**src/rtl/pe_ns_pkg.sv**
```systemverilog
// Shared namespace codes and readback FSM encoding for the PE namespace controller.
// Latency: n/a (types only).
// Backpressure: n/a (types only).
package pe_ns_pkg;

    // Namespace code carried on mem_data_type.
    typedef enum logic [1:0] {
        NS_INST   = 2'd0,
        NS_DATA   = 2'd1,
        NS_WEIGHT = 2'd2,
        NS_META   = 2'd3
    } ns_type_e;

    // Weight readback FSM.
    typedef enum logic [1:0] {
        IDLE  = 2'd0,
        ISSUE = 2'd1,
        HOLD  = 2'd2
    } rdbk_state_e;

endpackage

```
**src/rtl/pe_ns_ram.sv**
```systemverilog
// Simple dual-port scratchpad: one write port, one registered read port.
// Latency: read data appears 1 cycle after raddr; read-during-write returns old data.
// Backpressure: none, accepts a write and a read every cycle.
// Ports: clk/reset, we/waddr/wdata write port, raddr/rdata read port (rdata clears on reset).
module pe_ns_ram
    import pe_ns_pkg::*;
#(
    parameter int W  = 16,
    parameter int AW = 5
) (
    input  logic          clk,
    input  logic          reset,
    input  logic          we,
    input  logic [AW-1:0] waddr,
    input  logic [W-1:0]  wdata,
    input  logic [AW-1:0] raddr,
    output logic [W-1:0]  rdata
);

    logic [W-1:0] mem [0:(1<<AW)-1];

    always_ff @(posedge clk) begin
        if (we) begin
            mem[waddr] <= wdata;
        end
    end

    always_ff @(posedge clk) begin
        if (reset) begin
            rdata <= '0;
        end else begin
            rdata <= mem[raddr];
        end
    end

endmodule

```
**src/rtl/pe_namespace_ctrl.sv**
```systemverilog
// PE namespace controller: steers lane writes into data/weight/meta scratchpads, arbitrates weight writes, streams weights back.
// Latency: core reads 1 cycle; readback delivers one word per 2 cycles (ISSUE then HOLD).
// Backpressure: core_weight_stall holds core weight writes; readback holds a word in HOLD until mem_rdbk_ready.
// Ports: mem_* lane write and readback stream, core_* scratchpad reads and weight writes, eoc clears fill counters.
// Optional: PE_NS_OVF_CHECK_EN adds sticky ns_ovf_err and drops writes into a full namespace instead of wrapping.
module pe_namespace_ctrl
    import pe_ns_pkg::*;
#(
    parameter int peId          = 1,
    parameter int numPe         = 8,
    parameter int peIdLen       = 6,
    parameter int numLanes      = 4,
    parameter int logNumLanes   = 2,
    parameter int dataLen       = 16,
    parameter int dataAddrLen   = 5,
    parameter int weightAddrLen = 5,
    parameter int metaAddrLen   = 2
) (
    input  logic                     clk,
    input  logic                     reset,
    input  logic                     eoc,
    input  logic                     mem_wrt_valid,
    input  logic [logNumLanes-1:0]   mem_lane_id,
    input  logic [1:0]               mem_data_type,
    input  logic [dataLen-1:0]       mem_data_input,
    input  logic                     mem_rdbk_req,
    input  logic                     mem_rdbk_ready,
    output logic                     mem_rdbk_valid,
    output logic                     mem_rdbk_last,
    output logic [dataLen-1:0]       mem_data_output,
    input  logic [dataAddrLen-1:0]   core_data_rd_addr,
    output logic [dataLen-1:0]       data_out,
    output logic                     data_out_v,
    input  logic                     core_weight_wrt,
    input  logic [weightAddrLen-1:0] core_weight_wrt_addr,
    input  logic [dataLen-1:0]       core_weight_wrt_data,
    output logic                     core_weight_stall,
    input  logic [weightAddrLen-1:0] core_weight_rd_addr,
    output logic [dataLen-1:0]       weight_out,
    input  logic [metaAddrLen-1:0]   core_meta_rd_addr,
    output logic [dataLen-1:0]       meta_out
`ifdef PE_NS_OVF_CHECK_EN
    ,
    output logic                     ns_ovf_err
`endif
);

    localparam bit NO_NS = (peId % numPe) == 0;
    localparam logic [peIdLen-1:0]     PE_ID_BITS = peIdLen'(peId);
    localparam logic [logNumLanes-1:0] LANE_SEL   = PE_ID_BITS[peIdLen-1 -: logNumLanes];

    localparam logic [dataAddrLen:0]   D_DEPTH = {1'b1, {dataAddrLen{1'b0}}};
    localparam logic [dataAddrLen:0]   D_ONE   = {{dataAddrLen{1'b0}}, 1'b1};
    localparam logic [weightAddrLen:0] W_DEPTH = {1'b1, {weightAddrLen{1'b0}}};
    localparam logic [weightAddrLen:0] W_ONE   = {{weightAddrLen{1'b0}}, 1'b1};
    localparam logic [metaAddrLen:0]   M_DEPTH = {1'b1, {metaAddrLen{1'b0}}};
    localparam logic [metaAddrLen:0]   M_ONE   = {{metaAddrLen{1'b0}}, 1'b1};

    // ---------------- lane hit and fill counters ----------------
    logic hit, data_hit, weight_hit, meta_hit;
    logic data_full, weight_full, meta_full;
    logic data_we, mem_w_we, meta_we;
    logic [dataAddrLen:0]   data_wr_cnt;
    logic [weightAddrLen:0] weight_wr_cnt;
    logic [metaAddrLen:0]   meta_wr_cnt;

    // eoc wins over a same-cycle hit.
    assign hit        = mem_wrt_valid && (mem_lane_id == LANE_SEL) && !eoc;
    assign data_hit   = hit && (mem_data_type == NS_DATA);
    assign weight_hit = hit && (mem_data_type == NS_WEIGHT);
    assign meta_hit   = hit && (mem_data_type == NS_META);

    assign data_full   = (data_wr_cnt == D_DEPTH);
    assign weight_full = (weight_wr_cnt == W_DEPTH);
    assign meta_full   = (meta_wr_cnt == M_DEPTH);

`ifdef PE_NS_OVF_CHECK_EN
    assign data_we  = data_hit && !data_full;
    assign mem_w_we = weight_hit && !weight_full;
    assign meta_we  = meta_hit && !meta_full;

    always_ff @(posedge clk) begin
        if (reset) begin
            ns_ovf_err <= 1'b0;
        end else if ((data_hit && data_full) || (weight_hit && weight_full) ||
                     (meta_hit && meta_full)) begin
            ns_ovf_err <= 1'b1;
        end
    end
`else
    assign data_we  = data_hit;
    assign mem_w_we = weight_hit;
    assign meta_we  = meta_hit;
`endif

    // A full counter's low bits are zero, so the wrap write lands at addr 0 for free.
    always_ff @(posedge clk) begin
        if (reset || eoc) begin
            data_wr_cnt   <= '0;
            weight_wr_cnt <= '0;
            meta_wr_cnt   <= '0;
        end else begin
            if (data_we)  data_wr_cnt   <= data_full   ? D_ONE : data_wr_cnt + 1'b1;
            if (mem_w_we) weight_wr_cnt <= weight_full ? W_ONE : weight_wr_cnt + 1'b1;
            if (meta_we)  meta_wr_cnt   <= meta_full   ? M_ONE : meta_wr_cnt + 1'b1;
        end
    end

    // ---------------- weight write arbitration ----------------
    rdbk_state_e state, state_nxt;
    logic                     skid_vld;
    logic [weightAddrLen-1:0] skid_addr;
    logic [dataLen-1:0]       skid_dat;
    logic                     core_acc;
    logic                     w_we;
    logic [weightAddrLen-1:0] w_waddr;
    logic [dataLen-1:0]       w_wdata;

    assign core_weight_stall = (state != IDLE) || (skid_vld && mem_w_we && core_weight_wrt);
    assign core_acc          = core_weight_wrt && !core_weight_stall;

    // Memory first, then the parked core write, then a fresh core write.
    always_comb begin
        w_we    = 1'b0;
        w_waddr = core_weight_wrt_addr;
        w_wdata = core_weight_wrt_data;
        if (mem_w_we) begin
            w_we    = 1'b1;
            w_waddr = weight_wr_cnt[weightAddrLen-1:0];
            w_wdata = mem_data_input;
        end else if (skid_vld) begin
            w_we    = 1'b1;
            w_waddr = skid_addr;
            w_wdata = skid_dat;
        end else if (core_acc) begin
            w_we    = 1'b1;
        end
    end

    // An accepted core write parks whenever the port is taken this cycle; with the
    // skid full and the port free the old entry retires and the new one parks behind it.
    always_ff @(posedge clk) begin
        if (reset) begin
            skid_vld  <= 1'b0;
            skid_addr <= '0;
            skid_dat  <= '0;
        end else if (core_acc && (mem_w_we || skid_vld)) begin
            skid_vld  <= 1'b1;
            skid_addr <= core_weight_wrt_addr;
            skid_dat  <= core_weight_wrt_data;
        end else if (!mem_w_we && skid_vld) begin
            skid_vld  <= 1'b0;
        end
    end

    // ---------------- readback FSM ----------------
    logic [weightAddrLen-1:0] rdbk_addr, rdbk_addr_nxt;
    logic                     rdbk_sel;
    logic                     hold_new;
    logic [dataLen-1:0]       rdbk_dat;
    logic [dataLen-1:0]       w_q, data_q, meta_q;
    logic                     data_v_q;

    always_ff @(posedge clk) begin
        if (reset) begin
            state     <= IDLE;
            rdbk_addr <= '0;
            hold_new  <= 1'b0;
            rdbk_dat  <= '0;
        end else begin
            state     <= state_nxt;
            rdbk_addr <= rdbk_addr_nxt;
            hold_new  <= (state == ISSUE);
            // The RAM word is only guaranteed in the first HOLD cycle; keep a copy.
            if (hold_new) rdbk_dat <= w_q;
        end
    end

    always_comb begin
        state_nxt       = state;
        rdbk_addr_nxt   = rdbk_addr;
        rdbk_sel        = 1'b0;
        mem_rdbk_valid  = 1'b0;
        mem_rdbk_last   = 1'b0;
        mem_data_output = '0;
        case (state)
            IDLE: begin
                if (mem_rdbk_req) begin
                    state_nxt     = ISSUE;
                    rdbk_addr_nxt = '0;
                end
            end
            ISSUE: begin
                rdbk_sel  = 1'b1;
                state_nxt = HOLD;
            end
            HOLD: begin
                mem_rdbk_valid  = 1'b1;
                mem_rdbk_last   = (rdbk_addr == {weightAddrLen{1'b1}});
                mem_data_output = hold_new ? w_q : rdbk_dat;
                if (mem_rdbk_ready) begin
                    if (mem_rdbk_last) begin
                        state_nxt = IDLE;
                    end else begin
                        rdbk_addr_nxt = rdbk_addr + 1'b1;
                        state_nxt     = ISSUE;
                    end
                end
            end
            default: state_nxt = IDLE;
        endcase
    end

    // ---------------- scratchpads ----------------
    always_ff @(posedge clk) begin
        if (reset) begin
            data_v_q <= 1'b0;
        end else begin
            data_v_q <= ({1'b0, core_data_rd_addr} < data_wr_cnt);
        end
    end

    generate
        if (NO_NS) begin : g_no_ns
            assign data_q = '0;
            assign w_q    = '0;
            assign meta_q = '0;
        end else begin : g_ram
            pe_ns_ram #(.W(dataLen), .AW(dataAddrLen)) u_data_ram (
                .clk   (clk),
                .reset (reset),
                .we    (data_we),
                .waddr (data_wr_cnt[dataAddrLen-1:0]),
                .wdata (mem_data_input),
                .raddr (core_data_rd_addr),
                .rdata (data_q)
            );
            pe_ns_ram #(.W(dataLen), .AW(weightAddrLen)) u_weight_ram (
                .clk   (clk),
                .reset (reset),
                .we    (w_we),
                .waddr (w_waddr),
                .wdata (w_wdata),
                .raddr (rdbk_sel ? rdbk_addr : core_weight_rd_addr),
                .rdata (w_q)
            );
            pe_ns_ram #(.W(dataLen), .AW(metaAddrLen)) u_meta_ram (
                .clk   (clk),
                .reset (reset),
                .we    (meta_we),
                .waddr (meta_wr_cnt[metaAddrLen-1:0]),
                .wdata (mem_data_input),
                .raddr (core_meta_rd_addr),
                .rdata (meta_q)
            );
        end
    endgenerate

    assign data_out   = data_q;
    assign data_out_v = NO_NS ? 1'b0 : data_v_q;
    assign weight_out = w_q;
    assign meta_out   = meta_q;

endmodule

```
**config.mk**
```make
export PLATFORM = sky130hd
export DESIGN_NAME = pe_namespace_ctrl
export DESIGN_NICKNAME = d
export VERILOG_FILES = /design/src/rtl/pe_ns_pkg.sv /design/src/rtl/pe_ns_ram.sv /design/src/rtl/pe_namespace_ctrl.sv
export SDC_FILE = /design/constraint.sdc
export NUM_CORES = 1
export LEC_CHECK = 0
export CORE_ASPECT_RATIO = 0.7
export CORE_UTILIZATION = 45
export DETAILED_ROUTE_END_ITERATION = 6
export PLACE_DENSITY = 0.68
export SLEW_MARGIN = 20
export SYNTH_ARGS = -nofsm -noshare
export SYNTH_HDL_FRONTEND = slang
export SYNTH_SLANG_ARGS = --single-unit
```
**constraint.sdc**
```tcl
create_clock -name clk -period 3.44 [get_ports clk]
set_input_delay 1.032 -clock clk [delete_from_list [all_inputs] [get_ports clk]]
set_output_delay 1.032 -clock clk [all_outputs]
set_load 0.02 [all_outputs]
```
==> results of run 1 <==
-- power groups by stage --
stage,clock [mW],sequential (mW),combinational [mW]
floorplan,0,16.4,1.00
global placement,0,16.3,2.21
detailed placement,0,16.3,2.26
CTS,12.0,16.0,2.27
global route,12.5,16.0,2.40
finish,11.8,16.0,2.29
-- cell families after synthesis --
family / count (synthesis)
adder cells (fa/ha/maj): 16
buffers and inverters: 178
XOR/XNOR: 9
multiplexers: 383
AO/OA/AOI/OAI: 257
AND/OR/NAND/NOR: 515
flip-flops: 1198
-- registers in the layout (all words and copies together) (netlist names), 2 cells and up --
signal and cells:
data_wr_cnt 6, g_ram.u_data_ram.mem 512, g_ram.u_data_ram.rdata 16, g_ram.u_meta_ram.mem 64
g_ram.u_meta_ram.rdata 16, g_ram.u_weight_ram.mem 512, g_ram.u_weight_ram.rdata 16, meta_wr_cnt 3
rdbk_addr 5, rdbk_dat 16, skid_addr 5, skid_dat 16
state 2, weight_wr_cnt 6
-- cell usage after synthesis, types with 3 or more instances --
cell type / count / area, um2
a211oi_1: 17 / 128
a21o_1: 6 / 45.0
a21oi_1: 46 / 230
a221oi_1: 19 / 166
a222oi_1: 16 / 160
a31oi_1: 23 / 144
a32oi_1: 17 / 149
and2_1: 7 / 43.8
and3_1: 3 / 18.8
and3b_1: 3 / 26.3
buf_1: 12 / 45.0
buf_12: 3 / 60.1
buf_2: 49 / 245
buf_4: 9 / 67.6
buf_6: 7 / 78.8
clkbuf_1: 66 / 248
dfxtp_1: 110 / 2200
edfxtp_1: 1088 / 32700
ha_1: 16 / 200
inv_1: 30 / 113
mux2_2: 3 / 33.8
mux2i_1: 184 / 1840
mux4_2: 192 / 4320
nand2_1: 213 / 800
nand2b_1: 3 / 18.8
nand3_1: 67 / 335
nand3b_1: 3 / 22.5
nand4_1: 19 / 119
nor2_1: 159 / 597
nor2b_1: 21 / 131
nor4bb_1: 3 / 30.0
o2111ai_1: 16 / 140
o21ai_0: 40 / 200
o221ai_1: 16 / 140
o32ai_1: 32 / 280
or2_2: 3 / 18.8
or3_1: 3 / 18.8
xnor2_1: 3 / 26.3
xor2_1: 6 / 52.6
-- cell type report --
class,count,area [um2]
clock buffer,145,2860
clock inverter,57,593
fill,7603,45800
inverter,30,113
multi-input combinational,1180,10900
sequential,1198,34900
tap,1350,1690
timing repair buffer,474,5330
-- per-layer routing --
metal	vias to the layer above	GRT usage
li1	11114	-
met3	168	0.0648
met4	2	0.0540
met5	-	0
met1	13605	0.367
met2	1495	0.334
-- tightest hold or removal path: stages (launching register included) --
cell,delay [ns]
dfxtp_1,0.31
nand2_1,0.05
a21oi_1,0.05
-- worst max path at each step --
stage | start | end | slack, ns | depth (start not counted)
floorplan | mem_wrt_valid | g_ram.u_weight_ram.mem[0][12]$_DFFE_PP_ | -0.24 | 6
global placement | mem_lane_id[1] | g_ram.u_weight_ram.mem[14][4]$_DFFE_PP_ | -0.61 | 11
detailed placement | mem_lane_id[0] | g_ram.u_weight_ram.mem[15][4]$_DFFE_PP_ | -0.62 | 11
CTS | mem_lane_id[1] | core_weight_stall | 0.05 | 5
global route | mem_lane_id[1] | core_weight_stall | 0.04 | 5
finish | mem_lane_id[1] | core_weight_stall | 0.12 | 5
-- stage by stage --
stage                     hold slack (ns)  instances  setup TNS [ns]  cell area [um2]
after floorplan                     0.433       2556          -27.72            46400
after global placement              0.441       4232         -118.13            52900
after detailed placement            0.455       4232         -128.89            52900
after CTS                           0.464       4434               0            56400
after global routing                0.475       4434               0            56400
final                               0.465       4434               0            56400
-- layout by cell type (no fill, tap or decap), types with 18 or more instances in the layout --
cell type        Yosys  final
mux4_2             192    192
nand2_1            213    213
nand3_1             67     67
inv_1               30     30
a31oi_1             23     22
mux2i_1            184    184
dfxtp_1            110    107
clkbuf_1            66     35
buf_12               3    117
o32ai_1             32     32
edfxtp_1          1088   1088
a21oi_1             46     46
a221oi_1            19     19
nor2b_1             21     20
nand4_1             19     19
clkinv_2             0     18
clkdlybuf4s50_1      0    120
nor2_2               0     35
nor2_1             159    124
o21ai_0             40     23
buf_4                9    232
clkbuf_16            0    108
-- timing repair --
action / in CTS / in global routing
endpoints found under the setup margin: 2 / 10
hold buffers: 0 / 0
cloned: 0 / 0
resized for setup: 11 / 3
==> flow_metrics.py, run 1 <==
metrics = {
    "run_status": {
        "status": "finished, violations left",
        "violations": "design-rule violations",
    },
    "die": {
        "boundaryPins": 128,
        "die_w_um": 386,
        "row_count": 98,
        "die_y_um": 271,
        "dieArea_um2": 104000,
        "start_util": 0.455,
        "core_area_um2": 102000,
    },
    "setup_path": {
        "reg2reg_to": "g_ram.u_weight_ram.rdata[5]$_SDFF_PP0_",
        "worstPathArrival_ns": 2.29,
        "critPathKind": "in2out",
        "ff2ff_path_depth": 8,
        "max_stage_delay_ns": 0.46,
        "critPathMaxFanout": 2,
        "cp-end-kind": "primary output",
        "worstReg2RegStart": "state[0]$_SDFFE_PP0P_",
        "required_ns": 2.41,
        "reg2reg_slack_ns": 0.50,
        "critPathLaunchType": "input port",
        "crit_family": "buffers and inverters",
        "path_cells": "clkdlybuf4s50_1, nor4b_4, nand3b_1, o21ai_1, buf_4",
        "worst-path-buf-inv": 2,
        "worst_path_max_delay_cell": "clkdlybuf4s50_1",
    },
    "pwr": {
        "power.net_switching_mw": 6.69,
        "irDropWorstVdd_mv": 0.438,
        "powerDensity_nw_per_um2": 534,
        "swShare": 0.222,
        "p_leak_nw": 18.8,
        "p_clk_frac": 0.391,
        "p_seq_frac": 0.533,
        "p_int_mw": 23.4,
        "p_comb_frac": 0.076,
        "finalPower_mw": 30.1,
    },
    "global_route": {
        "grt_pass1_vias": 26175,
        "grt_pass1_wl_um": 178000,
        "grt_max_degree": 58,
        "grt.total_usage": 0.238,
        "antenna_found_initial": 6,
        "globalRouteOverflowTotal": 0,
    },
    "sta": {
        "hold_viol_final": 0,
        "clock-skew-final_ns": 0.0521,
        "post-route-min-period_ns": 3.32,
        "relSlewSlack": 0.279,
        "rsz0062_at_grt": "no",
        "fmax_ghz": 0.301,
        "setup_viol_count_final": 0,
        "worstMarginPinSlew_ns": 1.08,
        "drv_slew": 0,
        "setup_slack_ns": 0.121,
        "min_period_over_period": 0.965,
    },
    "layout": {
        "final_util": 0.552,
        "num_antenna_cells": 0,
        "fin_nets": 3068,
        "drive_above_1_share": 0.252,
        "syn_to_final_growth_pct": 21.4,
    },
    "yosys": {
        "synthCells": 2556,
        "syn_area_um2": 46400,
        "synthAdderAreaFrac": 0.00431,
        "seq_area_frac_synth": 0.751,
        "synth_seq_cells": 1198,
        "synth_edf_count": 1088,
        "synth_cell_type_count": 58,
        "synthSimpleGateAreaFrac": 0.0488,
        "yosys_warnings": 0,
        "synth_top_family_by_area": "multiplexers",
        "syn_nets": 2632,
        "avgSynthCellArea_um2": 18.2,
        "ys.flop_type": "edfxtp_1",
        "synthArstFlopShare": 0,
        "synth_mux_area_frac": 0.135,
        "synth_compound_area_frac": 0.0401,
        "synth_xor_area_frac": 0.00170,
    },
    "placement": {
        "dpl_worst_slack_ns": -0.621,
        "place.port_buffers": 127,
        "place.gp.congestion": 0.939,
        "dp.final_hpwl_um": 82200,
    },
    "routing": {
        "drt.antenna.violating_nets": 0,
        "vias_per_cell": 5.95,
        "vias": 26384,
        "route.met2.wl_um": 52700,
        "wl_met1_um": 52500,
        "drtIter0Drc": 3501,
        "drc": 3,
        "post_drt_wl_per_cell_um": 27.7,
        "dr_wl_met3_um": 15200,
        "highest_layer": "met5",
        "dr.pass1.iters": 7,
        "drt_wl_total_um": 123000,
    },
    "cts": {
        "clkTransAtPathRegs_ns": 0.07,
        "cts_made_buffers": 108,
        "cts_buffer_depth": 3,
        "h-tree-depth": 3,
        "numClockSinks": 1198,
        "clkLatencyLatePin_ns": 0.73,
        "postCtsSetupRepairBufs": 0,
        "clockRootBuffer": "clkbuf_16",
        "cts_tree": "yes",
    },
    "worst_hold_path": {
        "hp-start": "skid_addr[4]$_SDFFE_PP0P_",
        "min_to": "skid_addr[4]$_SDFFE_PP0P_",
        "hp-class": "reg2reg",
        "hold_path_depth": 2,
    },
    "flow_run": {
        "maxCapViolCount": 0,
    },
}
No activity file was read; power rests on OpenSTA's default activity.
==> run 2, diff against run 1 <==
--- a/config.mk
+++ b/config.mk
@@ -7,6 +7,7 @@
 export LEC_CHECK = 0
 export CORE_ASPECT_RATIO = 0.7
 export CORE_UTILIZATION = 45
+export CTS_CLUSTER_DIAMETER = 30
 export DETAILED_ROUTE_END_ITERATION = 6
 export PLACE_DENSITY = 0.68
 export SLEW_MARGIN = 20
==> flow_metrics.py, run 2 (synthesis gave the netlist of run 1 again) <==
metrics = {
    "run_status": {
        "status": "finished, violations left",
        "violations": "design-rule violations, negative setup slack",
    },
    "die": {
        "boundaryPins": 128,
        "row_count": 98,
        "die_y_um": 271,
        "die_w_um": 386,
        "dieArea_um2": 104000,
        "start_util": 0.455,
        "core_area_um2": 102000,
    },
    "cts": {
        "cts_made_buffers": 169,
        "cts_buffer_depth": 3,
        "clkLatencyLatePin_ns": 0.81,
        "cts_tree": "yes",
        "clockRootBuffer": "clkbuf_16",
        "h-tree-depth": 4,
        "numClockSinks": 1198,
        "clkTransAtPathRegs_ns": 0.05,
    },
    "flow_run": {
        "maxCapViolCount": 0,
    },
    "layout": {
        "syn_to_final_growth_pct": 26.9,
        "largestRegisters": "g_ram.u_data_ram.mem (512), g_ram.u_weight_ram.mem (512), g_ram.u_meta_ram.mem (64)",
        "nFillCells": 7231,
        "final_area_um2": 58900,
        "drive_above_1_share": 0.285,
        "num_antenna_cells": 0,
        "fin_nets": 3129,
        "final_cell_mix": "edfxtp_1, buf_4, nand2_1",
        "layout_commonest_cell": "edfxtp_1",
    },
    "placement": {
        "place.gp.congestion": 0.939,
        "dp.final_hpwl_um": 82200,
        "placedInstanceArea_um2": 52900,
        "place.port_buffers": 127,
        "dpl_worst_slack_ns": -0.621,
    },
    "setup_path": {
        "worstPathArrival_ns": 3.93,
        "critPathMaxFanout": 16,
        "critPathKind": "in2reg",
        "critPathLaunchType": "input port",
        "startpoint": "mem_lane_id[1]",
        "required_ns": 3.92,
        "worstReg2RegStart": "state[0]$_SDFFE_PP0P_",
        "cp-end-kind": "register",
    },
    "routing": {
        "drt_wl_total_um": 127000,
        "vias": 26998,
        "vias_per_cell": 5.94,
        "drt.antenna.violating_nets": 0,
        "drtIter0Drc": 3424,
        "post_drt_wl_per_cell_um": 27.8,
        "drc": 2,
        "dr.pass1.iters": 7,
    },
    "pwr": {
        "powerDensity_nw_per_um2": 614,
        "finalPower_mw": 36.2,
        "p_leak_nw": 20.0,
        "irDropWorstVdd_mv": 0.374,
    },
    "worst_hold_path": {
        "hp-start": "skid_addr[4]$_SDFFE_PP0P_",
        "hp-class": "reg2reg",
    },
    "global_route": {
        "antenna_found_initial": 8,
        "grt.total_usage": 0.245,
        "grt_max_degree": 58,
        "grt_pass1_wl_um": 183000,
        "globalRouteOverflowTotal": 0,
        "grt_pass1_vias": 26968,
    },
    "sta": {
        "fmax_ghz": 0.290,
        "rsz0062_at_grt": "no",
        "min_period_over_period": 1.00,
        "hold_viol_final": 0,
        "setup_viol_count_final": 24,
        "post-route-min-period_ns": 3.45,
        "relSlewSlack": 0.481,
        "worstMarginPinSlew_ns": 0.775,
        "tns_ns": -0.0979,
        "drv_slew": 0,
        "clock-skew-final_ns": 0.0636,
        "setup_slack_ns": -0.00867,
    },
}
[run 2: changes by cell type in the layout (fill, tap and decap cells not counted), sizes merged]
cell      change
clkinv       +18
bufinv        +9
inv          +30
clkbuf       +49
clkinvlp      +8
[run 2: cell type report]
class                           instances  area (um2)  area share
Clock buffer                          194        4430      0.0753
Clock inverter                        122        1560      0.0264
Inverter                               30         113     0.00191
Multi-Input combinational cell       1180       10900       0.185
Sequential cell                      1198       34900       0.592
Tap cell                             1350        1690      0.0287
Timing Repair Buffer                  474        5330      0.0905
[run 2: report_power, final]
group          leakage [nW]  internal (mW)  switching, mW
combinational          6.48          0.951           1.36
sequential             10.7           16.0         0.0540
clock                  2.87           10.8           6.99
[run 2: final timing paths]
path,depth (start not counted),slack [ns],to
min reg2reg,2,0.47,skid_addr[4]$_SDFFE_PP0P_
min,2,0.47,skid_addr[4]$_SDFFE_PP0P_
max,11,-0.009,g_ram.u_weight_ram.mem[15][9]$_DFFE_PP_
max reg2reg,8,0.44,g_ram.u_weight_ram.rdata[5]$_SDFF_PP0_
[run 2: metrics by stage]
step / utilization / hold WS [ns] / cells
finish: 0.577 / 0.468 / 4548
floorplan: - / 0.433 / 2556
global route: 0.577 / 0.473 / 4548
CTS: 0.577 / 0.462 / 4548
detailed placement: 0.518 / 0.455 / 4232
global placement: 0.518 / 0.441 / 4232
[run 2: routing by layer]
metal | vias up | global-route usage | routed length (um)
met4 | 4 | 0.0681 | 2630
li1 | 11305 | - | -
met5 | - | 0 | 29
met2 | 1686 | 0.346 | 54800
met3 | 191 | 0.0902 | 17700
met1 | 13812 | 0.357 | 51500
[run 2: worst max-delay path: stages]
cell             delay, ns
clkdlybuf4s50_1       0.46
nor4b_4               0.32
nand3b_1              0.16
buf_4                 0.22
mux2i_1               0.13
buf_4                 0.17
buf_4                 0.12
nor2b_1               0.50
nand2_1               0.35
nor2_2                0.25
buf_12                0.18
[run 2: repair_timing]
item	CTS	global route
endpoints found under the hold margin	0	0
buffers inserted	0	0
gates resized for setup	12	2
hold buffers	0	0
setup endpoints to repair	2	1
